===== src/rtl/lcd_bus_receiver.sv =====
// lcd_bus_receiver
//   Snoops the HD44780-style 4-bit LCD bus that the LCD driver produces and
//   rebuilds the byte stream: init nibbles, command/data bytes, and the
//   DDRAM address counter that a real controller would keep.
//
// Ports
//   Clock                   system clock, all logic on the rising edge
//   Reset                   synchronous, active-high
//   iLCD_Enabled            E strobe
//   iLCD_RegisterSelect     RS (0 command, 1 data)
//   iLCD_ReadWrite          R/W (reads are not supported -> fault)
//   iLCD_StrataFlashControl SF_CE0, must be high while the LCD is addressed
//   iLCD_Data[3:0]          DB7..DB4
//   oByte/oByteIsData       last assembled byte and its RS
//   oByteValid              one-cycle pulse, new byte available
//   oCharWrite/oCharAddr    one-cycle pulse, data byte written at oCharAddr
//   oCursorAddr             DDRAM address counter
//   oFourBitMode            4-bit handoff done
//   oFault                  one-cycle pulse on a protocol violation
module lcd_bus_receiver #(
  parameter int EN_MIN_CYCLES = 12,
  parameter int LINE_LEN      = 40
) (
  input  logic       Clock,
  input  logic       Reset,
  input  logic       iLCD_Enabled,
  input  logic       iLCD_RegisterSelect,
  input  logic       iLCD_ReadWrite,
  input  logic       iLCD_StrataFlashControl,
  input  logic [3:0] iLCD_Data,
  output logic [7:0] oByte,
  output logic       oByteIsData,
  output logic       oByteValid,
  output logic       oCharWrite,
  output logic [6:0] oCharAddr,
  output logic [6:0] oCursorAddr,
  output logic       oFourBitMode,
  output logic       oFault
);

  localparam logic [7:0] EN_MIN      = 8'(EN_MIN_CYCLES);
  localparam logic [6:0] LINE1_END   = 7'(LINE_LEN - 1);
  localparam logic [6:0] LINE2_START = 7'h40;
  localparam logic [6:0] LINE2_END   = 7'(64 + LINE_LEN - 1);

  typedef enum logic [1:0] {
    ST_INIT8 = 2'd0,
    ST_HI    = 2'd1,
    ST_LO    = 2'd2
  } state_t;

  state_t stateQ, stateN;

  // input register stage
  logic       enR, enRR, rsR, rwR, sfR;
  logic [3:0] dataR;

  // bus values from the last cycle E was high
  logic [3:0] capNib;
  logic       capRs, capRw, capSf;

  logic [7:0] highCnt;
  logic       blocked;     // strobe straddling reset release is ignored
  logic [3:0] hiNib, hiNibN;
  logic       hiRs, hiRsN;

  logic [7:0] byteN;
  logic       isDataN, validN, charWrN, fourN, faultN;
  logic [6:0] charAddrN, cursorN;

  logic       fall, accept, badStrobe;
  logic [7:0] asm;

  // DDRAM counter increment: line 1 end jumps to line 2, line 2 end and
  // anything beyond wraps home, the hole between lines lands on line 2.
  function automatic logic [6:0] incAddr(input logic [6:0] a);
    logic [6:0] r;
    if (a == LINE1_END)                    r = LINE2_START;
    else if (a >= LINE2_END)               r = 7'h00;
    else if (a > LINE1_END && a < LINE2_START) r = LINE2_START;
    else                                   r = a + 7'd1;
    return r;
  endfunction

  assign fall      = enRR && !enR;
  assign accept    = fall && !blocked && (highCnt >= EN_MIN) && !capRw && capSf;
  assign badStrobe = fall && !blocked && !accept;
  assign asm       = {hiNib, capNib};

  // state register
  always_ff @(posedge Clock) begin
    if (Reset) stateQ <= ST_INIT8;
    else       stateQ <= stateN;
  end

  // next state and next output values
  always_comb begin
    stateN    = stateQ;
    hiNibN    = hiNib;
    hiRsN     = hiRs;
    fourN     = oFourBitMode;
    byteN     = oByte;
    isDataN   = oByteIsData;
    validN    = 1'b0;
    charWrN   = 1'b0;
    charAddrN = oCharAddr;
    cursorN   = oCursorAddr;
    faultN    = badStrobe;
    case (stateQ)
      ST_INIT8: begin
        if (accept && capNib == 4'h2 && !capRs) begin
          stateN = ST_HI;
          fourN  = 1'b1;
        end
      end
      ST_HI: begin
        if (accept) begin
          hiNibN = capNib;
          hiRsN  = capRs;
          stateN = ST_LO;
        end
      end
      ST_LO: begin
        if (accept) begin
          stateN = ST_HI;
          if (capRs != hiRs) begin
            faultN = 1'b1;
          end else begin
            byteN   = asm;
            isDataN = capRs;
            validN  = 1'b1;
            if (capRs) begin
              charWrN   = 1'b1;
              charAddrN = oCursorAddr;
              cursorN   = incAddr(oCursorAddr);
            end else if (asm[7]) begin
              cursorN = asm[6:0];
            end else if (asm == 8'h01 || asm == 8'h02 || asm == 8'h03) begin
              cursorN = 7'h00;
            end
          end
        end
      end
      default: stateN = ST_INIT8;
    endcase
  end

  always_ff @(posedge Clock) begin
    if (Reset) begin
      enR          <= 1'b0;
      enRR         <= 1'b0;
      rsR          <= 1'b0;
      rwR          <= 1'b0;
      sfR          <= 1'b0;
      dataR        <= 4'h0;
      capNib       <= 4'h0;
      capRs        <= 1'b0;
      capRw        <= 1'b0;
      capSf        <= 1'b0;
      highCnt      <= 8'd0;
      blocked      <= 1'b1;
      hiNib        <= 4'h0;
      hiRs         <= 1'b0;
      oByte        <= 8'h00;
      oByteIsData  <= 1'b0;
      oByteValid   <= 1'b0;
      oCharWrite   <= 1'b0;
      oCharAddr    <= 7'h00;
      oCursorAddr  <= 7'h00;
      oFourBitMode <= 1'b0;
      oFault       <= 1'b0;
    end else begin
      enR   <= iLCD_Enabled;
      enRR  <= enR;
      rsR   <= iLCD_RegisterSelect;
      rwR   <= iLCD_ReadWrite;
      sfR   <= iLCD_StrataFlashControl;
      dataR <= iLCD_Data;
      if (enR) begin
        capNib <= dataR;
        capRs  <= rsR;
        capRw  <= rwR;
        capSf  <= sfR;
      end
      highCnt <= enR ? ((highCnt == 8'hFF) ? highCnt : highCnt + 8'd1) : 8'd0;
      // Clear once the bus is seen idle, or once the straddling strobe ends
      // (its falling edge is still discarded because blocked is set then).
      if (fall || (!enR && !iLCD_Enabled)) blocked <= 1'b0;
      hiNib        <= hiNibN;
      hiRs         <= hiRsN;
      oByte        <= byteN;
      oByteIsData  <= isDataN;
      oByteValid   <= validN;
      oCharWrite   <= charWrN;
      oCharAddr    <= charAddrN;
      oCursorAddr  <= cursorN;
      oFourBitMode <= fourN;
      oFault       <= faultN;
    end
  end

endmodule


===== config.mk =====
export PLATFORM = sky130hd
export DESIGN_NAME = lcd_bus_receiver
export DESIGN_NICKNAME = d
export VERILOG_FILES = /design/src/rtl/lcd_bus_receiver.sv
export SDC_FILE = /design/constraint.sdc
export NUM_CORES = 1
export LEC_CHECK = 0
export CAP_MARGIN = 40
export CORE_MARGIN = 5
export CORE_UTILIZATION = 55
export DETAILED_ROUTE_END_ITERATION = 16
export DONT_BUFFER_PORTS = 1
export PLACE_DENSITY = 0.79
export SLEW_MARGIN = 5
export SYNTH_ARGS = -nofsm -noshare
export SYNTH_HDL_FRONTEND = slang
export SYNTH_SLANG_ARGS = --single-unit

===== constraint.sdc =====
create_clock -name Clock -period 2.5 [get_ports Clock]
set_clock_uncertainty 0.15 [all_clocks]
set_input_delay 0.5 -clock Clock [delete_from_list [all_inputs] [get_ports Clock]]
set_output_delay 0.5 -clock Clock [all_outputs]
set_load 0.03 [all_outputs]

==> results of run 1 <==
[cells in the mapped netlist (all sizes together), types with 2 or more instances]
master    n
mux2i    20
a32o      2
o21ai     4
o32ai     2
clkbuf   10
o2111ai   4
a21oi    15
a311o     2
o211ai    3
and4      2
nor2b    13
nor3      3
nand4     2
a32oi     2
a311oi    3
nand2    34
nor4b     2
nor2     29
a211oi    3
nand3     5
buf       7
dfxtp    59
nor3b     3
and3      3
o2111a    2
or2       2
xor2      2
inv       8
and2      3
a31oi     5
o211a     3
o21a      2
ha        4
[cell type report]
cell class              count  area [sq um]
flip-flops and latches     59          1180
clock buffers              14           163
repair buffers              7          52.6
clock inverters             2          10.0
inverters                   8          30.0
multi-input cells         190          1260
well taps                  52          65.1
fillers                   358          1650
[kinds of logic after synthesis]
logic type                 count (synthesis)  synth area share [%]
AOI/OAI and AO/OA                         57                  17.9
xor gates and xnor gates                   3                  1.03
adders and majority gates                  4                  1.97
buffers and inverters                     25                  4.13
DFF                                       59                  46.4
muxes                                     20                  7.87
and+or+nand+nor                          106                  20.7
[where the power goes]
group | internal [W] | switching, W | total, W
clock network | 0.000411 | 0.000340 | 0.000751
registers | 0.000954 | 0.00000944 | 0.000963
logic | 0.0000200 | 0.0000251 | 0.0000451
total | 0.00139 | 0.000374 | 0.00176
[final timing paths]
check,depth (start not counted),end,slack (ns),from
worst min register to register,2,capRw,0.32,rwR
worst max register to register,6,oCursorAddr[5],0.31,capRs
worst min-delay path,1,dataR[2],0.08,Reset
worst max-delay path,6,oCursorAddr[5],0.31,capRs
[flip-flops by register name (all words and copies together), names as in the netlist, 2 cells and up]
signal,cells
dataR,4
stateQ,2
capNib,4
oCursorAddr,7
hiNib,4
oByte,8
oCharAddr,7
highCnt,8
[critical path: cells and delay by family (launching register included)]
kind                     cells  cell delay (ns)
AND/OR/NAND/NOR              2             0.39
AO/OA/AOI/OAI                2             0.66
adder cells (fa/ha/maj)      1             0.35
flip-flops                   1             0.31
buffers and inverters        1             0.23
[metal layers]
metal  vias to the layer above  part of all wire, %  global-route usage [%]  routed length [um]
met5                         -                    0                       0                   0
met4                         0                  2.3                    10.5                 112
met3                        10                  7.4                    5.72                 368
met2                        64                   42                    24.5                2080
met1                       899                   48                    21.7                2390
li1                        983                    -                       -                   -
[per-stage QoR]
step	std cells	cell area [sq um]
after detailed placement	316	2590
after CTS	332	2760
after floorplan	274	2540
final	332	2760
after global placement	316	2590
after global routing	332	2760
==> metrics, run 1 <==
worst vdd ir=0.401 mV; # diodes=0; Ports=37; crit share post-route=87.5%; Slowest cell on crit path=o2111a_1; total routed wirelength=4.95 mm; Max Fclk=457 MHz; pwr/cell area=637 nW/um^2; WS Path Type=flip-flop to flip-flop; Worst path max stage delay=0.41 ns; CP max FO=11; gr usage total=16.9%; Starting Density=57.7%; core area=4410 sq um; crit start category=flip-flop; first-pass GRT wire length=8.26 mm; Clock Sinks=59; Max Cap Violations=0; post-synthesis sequential area ratio=46.4%; Synth Instances=274; vias in the first global route=1777; antenna-violating nets left=0; Slew @ Worst Pin=0.611 ns; DR DRC count=0; Setup violations, final=0; outcome=finished clean; RSZ-0062 raised after global routing=false; final core occ=62.5%; CTS tree=yes; endpoints failing hold=0; FFs w/ async S/R, synth=0%; pre-CTS WS=0.362 ns; Setup TNS Final=0 ns; Die X=78.0 um; post-synth top area share=46.4%; final worst slack=0.312 ns; layout overhead on the synthesized area=8.46%; YS warnings=0; number of vias per cell=5.89; arrival time worst endpoint=2.28 ns; cell breakdown of the critical path=ha_1 -> nor3b_1 -> o2111a_1 -> buf_4 -> nand2_1 -> o32ai_1; drt wl/cell=14.9 um; die area=6090 sq um; commonest non-fill, non-tap cell in the layout=dfxtp_1; Worst EP required=2.59 ns; crit end category=flip-flop; post-layout minimum cycle time=2.19 ns; clock slew at reported path FFs=0.06 ns; Vias=1956; initial antenna violation count=0; Leakage=1.06 nW; ranking of synthesized cells by area=dfxtp_1 46%, mux2i_1 7.9%, nand2_1 5.0%; Clock Path Buffers=2; Final Total Pwr=0.00176 W; Rows=24; cell taking the most area after synthesis=dfxtp_1; layout cells sized above 1=11.8%; highest-count cells in the layout ignoring fill and taps=59 x dfxtp_1, 34 x nand2_1, 29 x nor2_1; H-tree levels=3; Syn Area/Cell=9.29 sq um; hpwl dp=3.33 mm; Root Driver=clkbuf_8; slew margin rel.=59.2%; Die H=78.0 um; setup bufs post-CTS=0; Hold WC Path Type=primary input to flip-flop; RePlAce Congestion=0.884; largest net degree at the start of global routing=47; post-synthesis cell area=2540 sq um; post-synth cell types=52; post-synthesis sequential element count=59; max-slew violation count=0; Worst-Skew Late Latency=0.33 ns; Main synth FF type=dfxtp_1; final net count=289; Post-synth EDFFs=0; CTS buffer count=9; drt first-iter violations=161; syn_nets=288; CTS Hold Bufs=0; # resized after CTS=0; router iterations before antenna repair=4; worst hold margin=0.0829 ns; PortBufs=0; total congestion overflow=0
Power figures use the tool's default switching activity.
==> inputs of run 2 (changes only) <==
Settings changed: ABC_AREA from default to 1.
==> metrics, run 2 <==
clock slew at reported path FFs=0.06 ns (about the same); P_int=0.00143 W (was 0.00139 W); drt wl/cell=12.5 um (was 14.9 um); CTS Hold Bufs=0 (unchanged); placed instance area=2530 sq um (was 2590 sq um); FFs w/ async S/R, synth=0% (unchanged); Ports=37 (unchanged); Synth Instances=332 (was 274); Vias=2106 (was 1956); Setup violations, final=0 (unchanged); commonest non-fill, non-tap cell in the layout=dfxtp_1 (unchanged); DR DRC count=0 (unchanged); cell breakdown of the critical path=ha_1 -> inv_1 -> nand4_2 -> inv_1 -> nand2_1 -> o21ai_0 (was ha_1 -> nor3b_1 -> o2111a_1 -> buf_4 -> nand2_1 -> o32ai_1); Die H=77.2 um (was 78.0 um); antenna-violating nets left=0 (unchanged); max-slew violation count=0 (unchanged); Gate power share=2.9% (was 2.6%); fin area=2710 sq um (was 2760 sq um); cell taking the most area after synthesis=dfxtp_1 (unchanged); layout cells sized above 1=8.48% (was 11.8%); Leakage=1.13 nW (was 1.06 nW); most common library cells after synthesis=59 x dfxtp_1, 52 x nand2_1, 50 x nor2_1 (was 59 x dfxtp_1, 34 x nand2_1, 29 x nor2_1); initial antenna violation count=0 (unchanged); CP top delay family=simple AND/OR/NAND/NOR gates (was compound AO/OA/AOI/OAI gates); final net count=352 (was 289); RSZ-0062 raised after global routing=false (unchanged); post-synthesis sequential area ratio=47.6% (was 46.4%); layout overhead on the synthesized area=9.07% (was 8.46%); arrival time worst endpoint=2.13 ns (was 2.28 ns); gr usage total=17.2% (was 16.9%); Reg power frac=53.5% (was 54.8%); post-layout minimum cycle time=2.04 ns (was 2.19 ns); Fillers=380 (was 358); # resized after CTS=0 (unchanged); slew margin rel.=59.5% (was 59.2%); Worst EP required=2.59 ns (about the same); Root Driver=clkbuf_8 (unchanged); Max Cap Violations=0 (unchanged); Hold WC Path Type=primary input to flip-flop (unchanged); router iterations before antenna repair=4 (unchanged); PortBufs=0 (unchanged); setup bufs post-CTS=0 (unchanged); H-tree levels=3 (unchanged); Max Fclk=490 MHz (was 457 MHz); Worst path most repeated cell=inv_1; CP bufs+invs=2 (was 1); CTS tree=yes (unchanged); crit start category=flip-flop (unchanged); core area=4350 sq um (was 4410 sq um); YS warnings=0 (unchanged); Worst path max stage delay=0.45 ns (was 0.41 ns); Clock Sinks=59 (unchanged); drt first-iter violations=142 (was 161); Clock Path Buffers=2 (unchanged); first-pass GRT wire length=8.31 mm (was 8.26 mm); sw frac=21.3% (about the same); Rows=24 (unchanged); worst vdd ir=0.552 mV (was 0.401 mV); CP max FO=11 (unchanged); Die X=77.2 um (was 78.0 um); final core occ=62.2% (was 62.5%); crit share post-route=81.6% (was 87.5%); Setup TNS Final=0 ns (unchanged); endpoints failing hold=0 (unchanged); Worst-Skew Late Latency=0.33 ns (about the same); hpwl dp=3.59 mm (was 3.33 mm); crit end category=flip-flop (unchanged); WS Path Type=flip-flop to flip-flop (unchanged); highest-count cells in the layout ignoring fill and taps=59 x dfxtp_1, 52 x nand2_1, 50 x nor2_1 (was 59 x dfxtp_1, 34 x nand2_1, 29 x nor2_1); RePlAce Congestion=0.824 (was 0.884); Post-synth EDFFs=0 (unchanged); ranking of synthesized cells by area=dfxtp_1 48%, nand2_1 7.9%, nor2_1 7.6% (was dfxtp_1 46%, mux2i_1 7.9%, nand2_1 5.0%); post-synthesis cell area=2480 sq um (was 2540 sq um); # diodes=0 (unchanged); total routed wirelength=4.94 mm (was 4.95 mm); Final Total Pwr=0.00181 W (was 0.00176 W); post-synthesis sequential element count=59 (unchanged); outcome=finished clean (unchanged); Slew @ Worst Pin=0.607 ns (was 0.611 ns); Slowest cell on crit path=dfxtp_1 (was o2111a_1); pwr/cell area=669 nW/um^2 (was 637 nW/um^2); die area=5960 sq um (was 6090 sq um); post-synth cell types=27 (was 52); total congestion overflow=0 (unchanged); CTS buffer count=9 (unchanged); vias in the first global route=1894 (was 1777); largest net degree at the start of global routing=24 (was 47); biggest regs=highCnt: 8 flops, oByte: 8 flops (unchanged); Clock power frac=43.6% (was 42.7%); Syn Area/Cell=7.48 sq um (was 9.29 sq um); most frequent cell after synthesis=dfxtp_1 (unchanged); post-synth top area share=47.6% (was 46.4%); Starting Density=57.0% (was 57.7%); number of vias per cell=5.35 (was 5.89); syn_nets=346 (was 288); Sw Pwr=0.000386 W (was 0.000374 W); Main synth FF type=dfxtp_1 (unchanged)
## run 2: cell types whose count changed after synthesis, moves of 4 or more
cell / change
inv_1: +32
o21ai_0: +25
o21ai_1: +4
nand2_1: +18
nand3_1: +31
mux2i_1: -20
nor2b_1: -13
nand3_2: +4
a21oi_1: +8
clkbuf_1: -5
nor2_1: +21
## run 2: metrics by stage
stage	cells	hold WS [ns]	setup WS, ns
3_3_place_gp	379	0.280	0.656
6_report	394	0.0829	0.459
5_1_grt	394	0.0565	0.265
3_5_place_dp	379	0.291	0.494
2_1_floorplan	332	0.269	0.832
4_1_cts	394	0.0683	0.478
## run 2: final timing paths
path	startpoint	end	cells after the start	slack, ns
setup / recovery	capRs	oByte[6]	6	0.46
hold / removal	Reset	sfR	1	0.08
setup reg to reg	capRs	oByte[6]	6	0.46
hold reg to reg	blocked	blocked	2	0.30
## run 2: routing by layer
metal / up-vias / share of wire (%) / GRT usage (%)
met5: - / 0 / 0
met4: 0 / 2.2 / 7.04
met3: 13 / 7.2 / 7.96
met2: 54 / 45 / 26.6
met1: 949 / 46 / 20.5
li1: 1090 / - / -
## run 2: worst reg2reg max path: cells and delay by family, from the launching register on
family / cells / cell delay [ns]
and+or+nand+nor: 2 / 0.55
adders and majority gates: 1 / 0.29
buffers and inverters: 2 / 0.27
DFF: 1 / 0.45
AOI/OAI and AO/OA: 1 / 0.26
## run 2: area by class of cell
cell class              count  area (sq um)  share of cell area [%]
clock buffers              12           135                    4.99
clock inverters             3          40.0                    1.48
inverters                  44           165                    6.10
multi-input cells         220          1090                    40.3
flip-flops and latches     59          1180                    43.6
well taps                  52          65.1                    2.40
repair buffers              4          30.0                    1.11
## run 2: cell families after synthesis
group | after synthesis | synth area share, %
fa+ha+maj | 4 | 2.02
buf+inv | 53 | 8.47
flops | 59 | 47.6
simple gates | 152 | 28.2
compound gates | 62 | 13.0
xor+xnor | 2 | 0.706
## run 2: power groups by stage
| stage | clock network (W) | registers, W | logic (W) |
|---|---|---|---|
| floorplan | 0 | 0.000987 | 0.0000475 |
| global placement | 0 | 0.000989 | 0.0000513 |
| detailed placement | 0 | 0.000989 | 0.0000530 |
| CTS | 0.000806 | 0.000969 | 0.0000532 |
| global route | 0.000858 | 0.000970 | 0.0000617 |
| finish | 0.000789 | 0.000969 | 0.0000533 |
==> inputs of run 3 (changes only) <==
Settings changed: ABC_AREA 1 to 0.
Clock period 2.5 ns to 1.95 ns, I/O delays scaled along.
==> metrics, run 3 (synthesized netlist as in run 1, its figures left out) <==
total routed wirelength=5.61 mm (was 4.94 mm); pwr/cell area=816 nW/um^2 (was 669 nW/um^2); number of vias per cell=5.80 (was 5.35); layout overhead on the synthesized area=19.2% (was 9.07%); Rows=24 (unchanged); Starting Density=57.7% (was 57.0%); R2R Setup Slk=0.06 ns (was 0.46 ns); hold path depth=1 (unchanged); final non-filler cell total=357 (was 394); outcome=finished clean (unchanged); hpwl dp=3.78 mm (was 3.59 mm); Max Cap Violations=0 (unchanged); P_int=0.00195 W (was 0.00143 W); Worst EP required=2.03 ns (was 2.59 ns); CP max FO=5 (was 11); final core occ=68.7% (was 62.2%); hold worst-path end=dataR[1] (was sfR); largest net degree at the start of global routing=44 (was 24); vias in the first global route=1979 (was 1894); CTS buffer count=9 (unchanged); die area=6090 sq um (was 5960 sq um); Fillers=333 (was 380); Cells after DPL=339 (was 379); Clock Path Buffers=2 (unchanged); WS Path Type=flip-flop to flip-flop (unchanged); CTS tree=yes (unchanged); Vias=2072 (was 2106); total congestion overflow=0 (unchanged); Root Driver=clkbuf_8 (unchanged); layout cells sized above 1=23.3% (was 8.48%); Final Total Pwr=0.00248 W (was 0.00181 W); Gate power share=3.6% (was 2.9%); biggest regs=highCnt: 8 flops, oByte: 8 flops (unchanged); Setup TNS Final=0 ns (unchanged); highest-count cells in the layout ignoring fill and taps=55 x dfxtp_1, 34 x nand2_1, 30 x buf_4 (was 59 x dfxtp_1, 52 x nand2_1, 50 x nor2_1); FF-to-FF End=hiNib[3] (was oByte[6]); Worst-Skew Late Latency=0.34 ns (was 0.33 ns); hold path startpoint=iLCD_Data[1] (was Reset); # diodes=0 (unchanged); initial antenna violation count=0 (unchanged); clock slew at reported path FFs=0.06 ns (about the same); Leakage=1.21 nW (was 1.13 nW); slew margin rel.=74.1% (was 59.5%); drt first-iter violations=190 (was 142); router iterations before antenna repair=5 (was 4); fin area=3030 sq um (was 2710 sq um); H-tree levels=3 (unchanged); crit end category=flip-flop (unchanged); antenna-violating nets left=0 (unchanged); DR DRC count=0 (unchanged); Slew @ Worst Pin=0.385 ns (was 0.607 ns); commonest non-fill, non-tap cell in the layout=dfxtp_1 (unchanged); crit start category=flip-flop (unchanged); Clock Sinks=59 (unchanged); Worst Reg2Reg Path Length in Cells=6 (unchanged); endpoints failing hold=0 (unchanged); drt wl/cell=15.7 um (was 12.5 um); Die X=78.0 um (was 77.2 um); area occupied by multi-input gates=1280 sq um (was 1090 sq um); post-layout minimum cycle time=1.89 ns (was 2.04 ns); sw frac=21.3% (about the same); RePlAce Congestion=0.850 (was 0.824); Clock power frac=46.6% (was 43.6%); crit share post-route=96.8% (was 81.6%); Die H=78.0 um (was 77.2 um); final net count=314 (was 352); core area=4410 sq um (was 4350 sq um); Hold WC Path Type=primary input to flip-flop (unchanged); Ports=37 (unchanged); max-slew violation count=0 (unchanged); FF-to-FF Start=highCnt[7] (was capRs); Setup violations, final=0 (unchanged); first-pass GRT wire length=9.32 mm (was 8.31 mm); gr usage total=19.4% (was 17.2%); worst vdd ir=0.631 mV (was 0.552 mV); Max Fclk=530 MHz (was 490 MHz); Reg power frac=49.8% (was 53.5%); arrival time worst endpoint=1.97 ns (was 2.13 ns); Sw Pwr=0.000528 W (was 0.000386 W); PortBufs=0 (unchanged); placed instance area=2770 sq um (was 2530 sq um); Register Area=1190 sq um (was 1180 sq um); RSZ-0062 raised after global routing=true (was false)
[run 3: cell types whose count changed in the layout (fill, tap and decap cells not counted), moves of 4 or more]
cell and delta:
dfxtp_2 +4, nor2_1 -21, a21oi_1 -8, nand3_2 -4, nand3_1 -31, o21ai_0 -25, nand2_1 -18, nor2b_1 +13
dfxtp_1 -4, inv_1 -32, buf_4 +26, o21ai_1 -4, mux2i_1 +20
[run 3: worst max path at each step]
stage	start	end	slack (ns)	cells after the start
finish	highCnt[7]	hiNib[3]	0.06	6
global route	oCursorAddr[1]	oCursorAddr[4]	-0.02	6
CTS	capRs	oCursorAddr[1]	0.04	6
detailed placement	highCnt[7]	oCharAddr[0]	0.01	5
global placement	highCnt[7]	oCharAddr[3]	0.04	5
floorplan	highCnt[7]	oCursorAddr[0]	0.004	6
[run 3: worst max-delay path, cell delays in order (launching register included)]
cell       delay [ns]
dfxtp_2          0.32
or4_4            0.54
buf_4            0.17
o2111ai_2        0.17
buf_6            0.16
mux2i_1          0.21
nor2_1           0.06
[run 3: power groups by stage]
stage,sequential (W),clock (W),combinational (W)
final,0.00123,0.00115,0.0000879
after global routing,0.00123,0.00123,0.0000971
after CTS,0.00123,0.00118,0.0000862
after detailed placement,0.00126,0,0.0000676
after global placement,0.00126,0,0.0000657
after floorplan,0.00126,0,0.0000586
[run 3: routing by layer]
| layer | vias to the layer above | part of all wire, % | global-route usage (%) |
|---|---|---|---|
| met3 | 7 | 6.7 | 8.12 |
| met2 | 53 | 46 | 29.2 |
| met1 | 977 | 46 | 24.7 |
| met5 | - | 0 | 0 |
| li1 | 1035 | - | - |
| met4 | 0 | 1.3 | 7.94 |
[run 3: area by class of cell]
| cell class | instances | area share (%) |
|---|---|---|
| multi-input combinational | 190 | 42.3 |
| sequential | 59 | 39.1 |
| timing repair buffer | 32 | 8.45 |
| clock buffer | 12 | 5.44 |
| tap | 52 | 2.14 |
| clock inverter | 4 | 1.57 |
| inverter | 8 | 0.990 |
[run 3: stage by stage]
step / setup slack, ns / hold WS (ns)
6_report: 0.0617 / 0.0253
4_1_cts: 0.0370 / 0.0144
5_1_grt: -0.0195 / 0.00703
3_3_place_gp: 0.0358 / 0.297
3_5_place_dp: 0.0128 / 0.306
2_1_floorplan: 0.00362 / 0.287
[run 3: what timing repair did]
item                                    CTS  global route
setup buffers                             0             1
cloned                                    0             0
hold buffers                              1             0
pin swaps                                 0             1
resized for setup                         2             6
endpoints found under the hold margin    43             0
endpoints found under the setup margin   10            23
